`src/rtl/pea_invoke_ctrl.sv`:
```
`default_nettype none
// ============================================================================
// Module      : pea_invoke_ctrl
// Description : Firing controller for the Polynomial Evaluation Accelerator.
//               It pops command and data tokens, runs Horner evaluation and
//               pushes result and status tokens. Define PEA_OVERFLOW_DETECT_EN
//               to report per-point arithmetic overflow in status bit 0.
// Revision    : 1.0 - initial release
// ============================================================================
module pea_invoke_ctrl #(
    parameter int WORD_SIZE  = 16,
    parameter int COEF_DEPTH = 32
) (
    input  logic                 clk,
    input  logic                 rst,
    input  logic                 enable,
    output logic [1:0]           next_mode_out,
    output logic [7:0]           mode_out,
    output logic [4:0]           arg2_out,
    input  logic [WORD_SIZE-1:0] command_in,
    output logic                 command_rd_en,
    input  logic [WORD_SIZE-1:0] data_in,
    output logic                 data_rd_en,
    output logic [WORD_SIZE-1:0] result_out,
    output logic                 result_wr_en,
    output logic [WORD_SIZE-1:0] status_out,
    output logic                 status_wr_en,
    output logic                 busy,
    output logic                 cmd_error
);

    localparam logic [7:0] c_MODE_STP = 8'd0;
    localparam logic [7:0] c_MODE_EVP = 8'd1;
    localparam logic [7:0] c_MODE_EVB = 8'd2;
    localparam logic [7:0] c_MODE_RST = 8'd3;

    typedef enum logic [3:0] {
        S_FETCH    = 4'd0,
        S_CMD_RD   = 4'd1,
        S_DECODE   = 4'd2,
        S_WAIT_EN  = 4'd3,
        S_STP_RD   = 4'd4,
        S_STP_WR   = 4'd5,
        S_EV_RD    = 4'd6,
        S_EV_LATCH = 4'd7,
        S_HORNER   = 4'd8,
        S_PUSH     = 4'd9
    } state_t;

    state_t                r_state;
    state_t                w_next;

    logic [7:0]            r_mode;
    logic [4:0]            r_arg2;
    logic                  r_cmd_error;
    logic [4:0]            r_idx;
    logic [4:0]            r_cnt;
    logic [4:0]            r_degree;
    logic [WORD_SIZE-1:0]  r_x;
    logic [WORD_SIZE-1:0]  r_acc;
    logic                  r_first;
    logic [WORD_SIZE-1:0]  r_result;
    logic [WORD_SIZE-1:0]  r_coef [COEF_DEPTH];

    logic                  w_cmd_bad;
    logic                  w_push;
    logic                  w_last_step;
    logic                  w_clear_coef;
    logic [WORD_SIZE-1:0]  w_coef_sel;
    logic [WORD_SIZE-1:0]  w_mac;
    logic [WORD_SIZE-1:0]  w_horner;
    logic                  w_unused_rsvd;

    assign w_cmd_bad     = (command_in[7:0] > 8'd3);
    assign w_unused_rsvd = &{1'b0, command_in[WORD_SIZE-1:13]};

    // First Horner cycle loads c[degree]; later cycles fold in c[idx].
    assign w_coef_sel  = r_first ? r_coef[r_degree] : r_coef[r_idx];
    assign w_mac       = r_acc * r_x + w_coef_sel;
    assign w_horner    = r_first ? w_coef_sel : w_mac;
    assign w_last_step = r_first ? (r_degree == 5'd0) : (r_idx == 5'd0);

    assign w_clear_coef = (r_state == S_WAIT_EN) && enable &&
                          ((r_mode == c_MODE_STP) || (r_mode == c_MODE_RST));

    always_ff @(posedge clk or negedge rst) begin
        if (!rst) begin
            r_state <= S_FETCH;
        end else begin
            r_state <= w_next;
        end
    end

    always_comb begin
        w_next        = r_state;
        command_rd_en = 1'b0;
        data_rd_en    = 1'b0;
        w_push        = 1'b0;
        case (r_state)
            S_FETCH: begin
                if (enable) begin
                    w_next = S_CMD_RD;
                end
            end
            S_CMD_RD: begin
                command_rd_en = 1'b1;
                w_next        = S_DECODE;
            end
            S_DECODE: begin
                w_next = w_cmd_bad ? S_FETCH : S_WAIT_EN;
            end
            S_WAIT_EN: begin
                if (enable) begin
                    case (r_mode)
                        c_MODE_STP: w_next = S_STP_RD;
                        c_MODE_EVP: w_next = S_EV_RD;
                        c_MODE_EVB: w_next = (r_arg2 == 5'd0) ? S_FETCH : S_EV_RD;
                        default:    w_next = S_FETCH;
                    endcase
                end
            end
            S_STP_RD: begin
                data_rd_en = 1'b1;
                w_next     = S_STP_WR;
            end
            S_STP_WR: begin
                w_next = (r_idx == 5'd0) ? S_PUSH : S_STP_RD;
            end
            S_EV_RD: begin
                data_rd_en = 1'b1;
                w_next     = S_EV_LATCH;
            end
            S_EV_LATCH: begin
                // EVP with zero points still consumes its x token.
                w_next = (r_cnt == 5'd0) ? S_FETCH : S_HORNER;
            end
            S_HORNER: begin
                if (w_last_step) begin
                    w_next = S_PUSH;
                end
            end
            S_PUSH: begin
                w_push = 1'b1;
                if ((r_mode == c_MODE_STP) || (r_cnt == 5'd1)) begin
                    w_next = S_FETCH;
                end else if (r_mode == c_MODE_EVP) begin
                    w_next = S_HORNER;
                end else begin
                    w_next = S_EV_RD;
                end
            end
            default: begin
                w_next = S_FETCH;
            end
        endcase
    end

    always_ff @(posedge clk or negedge rst) begin
        if (!rst) begin
            r_mode      <= 8'd0;
            r_arg2      <= 5'd0;
            r_cmd_error <= 1'b0;
            r_idx       <= 5'd0;
            r_cnt       <= 5'd0;
            r_x         <= '0;
            r_acc       <= '0;
            r_first     <= 1'b0;
            r_result    <= '0;
        end else begin
            case (r_state)
                S_DECODE: begin
                    r_mode <= command_in[7:0];
                    r_arg2 <= command_in[12:8];
                    if (w_cmd_bad) begin
                        r_cmd_error <= 1'b1;
                    end
                end
                S_WAIT_EN: begin
                    r_idx <= r_arg2;
                    r_cnt <= r_arg2;
                end
                S_STP_WR: begin
                    if (r_idx == 5'd0) begin
                        r_result <= {{(WORD_SIZE-5){1'b0}}, r_arg2};
                    end else begin
                        r_idx <= r_idx - 5'd1;
                    end
                end
                S_EV_LATCH: begin
                    r_x     <= data_in;
                    r_first <= 1'b1;
                end
                S_HORNER: begin
                    r_acc   <= w_horner;
                    r_first <= 1'b0;
                    r_idx   <= r_first ? (r_degree - 5'd1) : (r_idx - 5'd1);
                    if (w_last_step) begin
                        r_result <= w_horner;
                    end
                end
                S_PUSH: begin
                    r_cnt   <= r_cnt - 5'd1;
                    r_x     <= r_x + 1'b1;
                    r_first <= 1'b1;
                end
                default: begin
                end
            endcase
        end
    end

    // STP zeroes the whole file first so entries above arg2 end up cleared.
    always_ff @(posedge clk or negedge rst) begin
        if (!rst) begin
            for (int i = 0; i < COEF_DEPTH; i++) begin
                r_coef[i] <= '0;
            end
            r_degree <= 5'd0;
        end else if (w_clear_coef) begin
            for (int i = 0; i < COEF_DEPTH; i++) begin
                r_coef[i] <= '0;
            end
            r_degree <= 5'd0;
        end else if (r_state == S_STP_WR) begin
            r_coef[r_idx] <= data_in;
            if (r_idx == 5'd0) begin
                r_degree <= r_arg2;
            end
        end
    end

`ifdef PEA_OVERFLOW_DETECT_EN
    logic [2*WORD_SIZE-1:0] w_prod;
    logic [WORD_SIZE:0]     w_sum;
    logic                   w_step_ovf;
    logic                   r_ovf;
    logic [WORD_SIZE-1:0]   r_status;

    assign w_prod     = {{WORD_SIZE{1'b0}}, r_acc} * {{WORD_SIZE{1'b0}}, r_x};
    assign w_sum      = {1'b0, w_prod[WORD_SIZE-1:0]} + {1'b0, w_coef_sel};
    assign w_step_ovf = (|w_prod[2*WORD_SIZE-1:WORD_SIZE]) | w_sum[WORD_SIZE];

    always_ff @(posedge clk or negedge rst) begin
        if (!rst) begin
            r_ovf    <= 1'b0;
            r_status <= '0;
        end else if (r_state == S_HORNER) begin
            r_ovf <= r_first ? 1'b0 : (r_ovf | w_step_ovf);
            if (w_last_step) begin
                r_status <= {{(WORD_SIZE-1){1'b0}}, (~r_first) & (r_ovf | w_step_ovf)};
            end
        end else if ((r_state == S_STP_WR) && (r_idx == 5'd0)) begin
            r_status <= '0;
        end
    end

    assign status_out = r_status;
`else
    assign status_out = '0;
`endif

    assign next_mode_out = ((r_state == S_FETCH) || (r_state == S_CMD_RD)) ? 2'b00 : 2'b01;
    assign busy          = (r_state != S_FETCH);
    assign mode_out      = r_mode;
    assign arg2_out      = r_arg2;
    assign cmd_error     = r_cmd_error;
    assign result_out    = r_result;
    assign result_wr_en  = w_push;
    assign status_wr_en  = w_push;

endmodule
`default_nettype wire
```
`config.mk`:
```
export PLATFORM = sky130hd
export DESIGN_NAME = pea_invoke_ctrl
export DESIGN_NICKNAME = d
export VERILOG_FILES = /design/src/rtl/pea_invoke_ctrl.sv
export SDC_FILE = /design/constraint.sdc
export NUM_CORES = 2
export LEC_CHECK = 0
export ABC_CLOCK_PERIOD_IN_PS = 6400
export CORE_ASPECT_RATIO = 0.7
export CORE_MARGIN = 5
export CORE_UTILIZATION = 55
export DETAILED_ROUTE_END_ITERATION = 6
export PLACE_DENSITY = 0.74
export SLEW_MARGIN = 10
export SYNTH_ARGS = -nofsm -noshare
export SYNTH_HDL_FRONTEND = slang
export SYNTH_SLANG_ARGS = --single-unit
```
`constraint.sdc`:
```
create_clock -name clk -period 6.4 [get_ports clk]
set_input_delay 1.92 -clock clk [delete_from_list [all_inputs] [get_ports clk]]
set_output_delay 1.92 -clock clk [all_outputs]
set_load 0.01 [all_outputs]
```
Word-level counts from Yosys, hierarchy flattened. Index checks and enable logic that the tools add are counted.

Magnitude comparators: 4. Add/subtract/negate cells: 5. Bitwise logic cells: 2. Multiplexer cells: 41. Multipliers: 1. Reduce and logical (&&, ||, !) cells: 27. Equal/unequal tests: 18.

Operator list (number): 512-bit two-way mux (2); 512-bit bitwise mux (1); 16-bit binary-select mux with 5-bit select (2); 16-bit two-way mux (9); 16-bit demux with 5-bit select (1); 16-bit one-hot mux with 2 select lines (2); 4-bit one-hot mux with 10 select lines (1); 4-bit two-way mux (7); 5-bit two-way mux (5); 5-bit zero test (4); 16-bit by 1-bit adder with 16-bit output (second input constant) (1); 16-bit adder (1); 4-bit by 3-bit equality test with 1-bit output (second input constant) (4); 8-bit by 2-bit equality test with 1-bit output (second input constant) (2); 16-bit by 16-bit multiplier with 16-bit output (1); 5-bit one-hot mux with 3 select lines (1); 5-bit by 1-bit subtractor with 5-bit output (second input constant) (3); 6-bit greater-or-equal comparator (second input constant) (2); 5-bit NOT with 6-bit output (2); 2-bit nonzero test (6); 2-bit != test (second input constant) (5); 5-bit one-hot mux with 2 select lines (1); 3-bit one-hot mux with 3 select lines (1); 4-bit by 2-bit equality test with 1-bit output (second input constant) (2); other kinds (19) (32).

Register bits after elaboration: 594. Output and inout bits: 53.

Logic depth before layout (Yosys ltp).
Depth after elaboration: 9. Mapped depth: 26.

Worst setup path after synthesis. Ideal clock, no wire load.

Path type: register to register. Start: register r_idx[0]. End: register r_acc[15]. Path slack: 0.359 ns. Arrival time: 5.947 ns. Path buffers: 4. Setup time: 0.094 ns. Stages on the path, launching flop included: 24. Path through: dfrtp_1 > buf_4 > buf_4 > buf_2 > buf_2 > mux4_2 > a22oi_1 > o311ai_0 > o21ai_0 > fa_1 > inv_1 > fa_1 > fa_1 > inv_1 > fa_1 > inv_1 > ha_1 > a21o_1 > a21oi_1 > o21ai_0 > a31oi_1 > xnor2_1 > xnor2_1 > a221oi_2.

Cells in the longest elaborated chain, start to end: 7.

Ends and longest elaborated chain: start, declared (RTL line 56) `logic [4:0] r_idx;`; start signal, assigned (RTL line 179) `r_idx <= r_arg2;`; start signal, assigned (RTL line 186) `r_idx <= r_idx - 5'd1;`; start signal, assigned (RTL line 196) `r_idx <= r_first ? (r_degree - 5'd1) : (r_idx - 5'd1);`; 5-bit NOT with 6-bit output (not written as such) (*) (RTL line 78) `assign w_coef_sel = r_first ? r_coef[r_degree] : r_coef[r_idx];`; 16-bit binary-select mux with 5-bit select (*) (RTL line 78); 16-bit two-way mux (not written as such) (*) (2 in a row) (RTL line 78); 16-bit two-way mux (*) (RTL line 78); 16-bit adder (RTL line 79) `assign w_mac = r_acc * r_x + w_coef_sel;`; 16-bit two-way mux (*) (RTL line 80) `assign w_horner = r_first ? w_coef_sel : w_mac;`; end signal, assigned (RTL line 194) `r_acc <= w_horner;`; end, declared (RTL line 60) `logic [WORD_SIZE-1:0] r_acc;`.

Mark *: on every way between the ends. The rest lies on a longest branch, timed or not. The select of a mux whose other input is x is not followed. A chain may end at the register's enable or synchronous reset.

Final worst setup path.
Start: register r_degree[0]. End: register r_result[14], in the netlist result_out[14].

Cells in the longest elaborated chain, start to end: 9.

Ends and longest elaborated chain: start, declared (RTL line 58) `logic [4:0] r_degree;`; start signal, assigned (RTL line 227) `r_degree <= r_arg2;`; 5-bit NOT with 6-bit output (not written as such) (RTL line 78); 16-bit binary-select mux with 5-bit select (RTL line 78); 16-bit two-way mux (not written as such) (2 in a row) (RTL line 78); 16-bit two-way mux (RTL line 78); 16-bit adder (RTL line 79); 16-bit two-way mux (RTL line 80); 16-bit two-way mux (RTL line 197) `if (w_last_step) begin`; 16-bit one-hot mux with 2 select lines (RTL line 170) `case (r_state)`; end signal, assigned (RTL line 184) `r_result <= {{(WORD_SIZE-5){1'b0}}, r_arg2};`; end signal, assigned (RTL line 198) `r_result <= w_horner;`; end, declared (RTL line 62) `logic [WORD_SIZE-1:0] r_result;`.

Several ways; a longest one is shown, not always the timed one. The select of a mux whose other input is x is not followed.

==> reports/results.tsv <==
metric	value	unit
start_util	0.5571	
critPathSlowestCell	mux4_2	
core_area	66620	sq um
die_x	320.5	microns
critical_path_class	reg -> reg	
grt_pass1_wl	197.9	mm
worstReg2RegStart	r_degree[0]$_DFFE_PN0P_	
drive_gt1_frac	0.1789	
final_common_cell	nand2_1	
worstHoldPathCells	1	
yosys_warnings	0	
drv_cap	0	
grt_max_degree	162	
first_iter_violations	5645	
ff2ff_setup_slack	0.05	ns
layout_setup_ws	0.05185	ns
first_pass_iters	7	
synth-async-reset-ratio	1.000	
fin_skew	0.02375	ns
synth_cells	3856	
hp-class	reg -> reg	
fin_crit	6.348	ns
cts_tree	yes	
hold_violations	0	
clkTransAtPathRegs	0.07	ns
min_to	cmd_error$_DFFE_PN0P_	
synth-main-ff-cell	dfrtp_1	
dieArea	72870	sq um
critPathRequiredTime	7.00	ns
cp.arrival	6.95	ns
place_hpwl	89.18	mm
finalMaxSlewViolations	0	
viasPerCell	6.748	
critPathTopFamily	adder cells	
worstRegToRegCells	25	
path_buf_inv	8	
htree_levels	2	
num_rows	79	
relSlewSlack	0.1395	
fin_cells	4809	
routed_wl	134.3	mm
grt.total_usage	0.3617	
wl_per_cell	27.93	microns
final-setup-viol-count	0	
syn-mean-instance-area	9.626	sq um
route.antenna.remaining_nets	0	
tightest_slew	1.287	ns
hold_start	cmd_error$_DFFE_PN0P_	
ys_types	64	
rr_endpoint	result_out[14]$_DFFE_PN0P_	
timing.fmax	0.1575	GHz
cts_made_buffers	57	
cpMostUsedCell	fa_1	
dp_slack	-0.1860	ns
cp-end-kind	flip-flop	
start_kind	flip-flop	
port_buffers	67	
ys_seq_elements	594	
ctsRootBufferMaster	clkbuf_16	
critPathMaxStageDelay	0.59	ns
yosysSeqAreaShare	0.4005	
grt_pass1_vias	30530	
area_delta_synth_final	12.77	%
synthesis.area	37120	sq um
final_cell_mix	nand2_1, dfrtp_1, a21oi_1	
fin_crit_sh	0.9919	
nets	4055	
overflow	0	
clock_path_buffers	3	
status	complete, but fails checks	
critPathMaxFanout	10	
post-place-cells	4666	
synth-edff-count	0	
vias	32450	
violations	design-rule violations	
place.gp.congestion	1.023	
insertion_delay	0.69	ns
die_h	227.4	microns
drc_errors	6	
antenna_found_initial	12	
startpoint	r_degree[0]$_DFFE_PN0P_	
io_pins	88	
crit_cells	25	
cts_sinks	594	
-- layout make-up --
| class | instances | area [sq um] |
|---|---|---|
| Clock inverter | 29 | 439.2 |
| Antenna cell | 5 | 12.51 |
| Tap cell | 891 | 1115 |
| Inverter | 152 | 570.5 |
| Clock buffer | 78 | 1625 |
| Timing Repair Buffer | 282 | 2753 |
| Fill cell | 5287 | 24760 |
| Sequential cell | 594 | 14880 |
| Multi-Input combinational cell | 2778 | 20460 |
-- timing repair --
action | 4_1_cts | 5_1_grt
hold buffers | 0 | 0
endpoints found under the hold margin | 0 | 0
resized for setup | 5 | 46
buffers inserted | 4 | 23
pin swaps | 1 | 13
gates cloned | 0 | 4
setup endpoints to repair | 8 | 14
-- registers in the layout, indices dropped and copies added, names as in the netlist --
| name | flops |
|---|---|
| mode_out | 8 |
| r_idx | 5 |
| r_degree | 5 |
| r_coef | 512 |
| arg2_out | 5 |
| cmd_error | 1 |
| result_out | 16 |
| r_state | 4 |
| r_acc | 16 |
| r_first | 1 |
| r_cnt | 5 |
| r_x | 16 |
-- logic make-up (layout without fill, tap and decap cells) --
| family | count (synthesis) | in the layout | share of synthesized area |
|---|---|---|---|
| AO/OA/AOI/OAI | 746 | 746 | 0.1101 |
| XOR/XNOR | 48 | 48 | 0.01133 |
| adder cells (fa/ha/maj) | 155 | 155 | 0.07126 |
| buffers and inverters | 500 | 541 | 0.05673 |
| flip-flops | 594 | 594 | 0.4005 |
| multiplexers | 349 | 349 | 0.1917 |
| other | 1 | 22 | 0.0001010 |
| AND/OR/NAND/NOR | 1463 | 1463 | 0.1583 |
-- worst max-delay path by stage --
stage,endpoint
floorplan,r_acc[15]$_DFFE_PN0P_
global placement,result_out[14]$_DFFE_PN0P_
detailed placement,result_out[11]$_DFFE_PN0P_
CTS,result_out[14]$_DFFE_PN0P_
global route,result_out[14]$_DFFE_PN0P_
finish,result_out[14]$_DFFE_PN0P_
-- routing by layer --
| layer | GRT usage | up-vias | part of all wire |
|---|---|---|---|
| met5 | 0 | - | 0.0037 |
| met4 | 0.1385 | 23 | 0.054 |
| met3 | 0.1863 | 503 | 0.18 |
| met2 | 0.4839 | 2634 | 0.39 |
| met1 | 0.5045 | 16130 | 0.37 |
| li1 | - | 13160 | - |
-- through the flow --
stage | TNS [ns] | util | hold WS, ns | instance area (sq um)
finish | 0 | 0.6283 | 0.4569 | 41860
global route | -0.05968 | 0.6281 | 0.4746 | 41850
CTS | 0 | 0.6207 | 0.4607 | 41350
detailed placement | -0.8938 | 0.5888 | 0.4462 | 39220
global placement | -0.1070 | 0.5888 | 0.4434 | 39220
floorplan | 0 | - | 0.4720 | 37180
-- Yosys cell counts (12+ instances only) --
cell	count	area, sq um
a221oi_1	12	105.1
xor2_1	12	105.1
clkbuf_1	210	788.3
buf_2	78	390.4
nand3_1	19	95.09
o21ai_0	68	340.3
a21oi_1	566	2833
nor3_1	15	75.07
mux2i_1	38	380.4
nor2b_1	17	106.4
buf_1	24	90.09
xnor2_1	36	315.3
inv_1	152	570.6
and2_1	65	406.6
buf_4	22	165.2
a22oi_1	13	97.59
nor2_1	82	307.8
nand2_1	1222	4587
ha_1	61	763.2
mux2_2	24	270.3
dfrtp_1	594	14860
fa_1	94	1882
mux4_2	287	6464
Power is left out: the tool's default activity adds up to more than one toggle a clock period on the data nets, which glitch-free logic cannot reach.
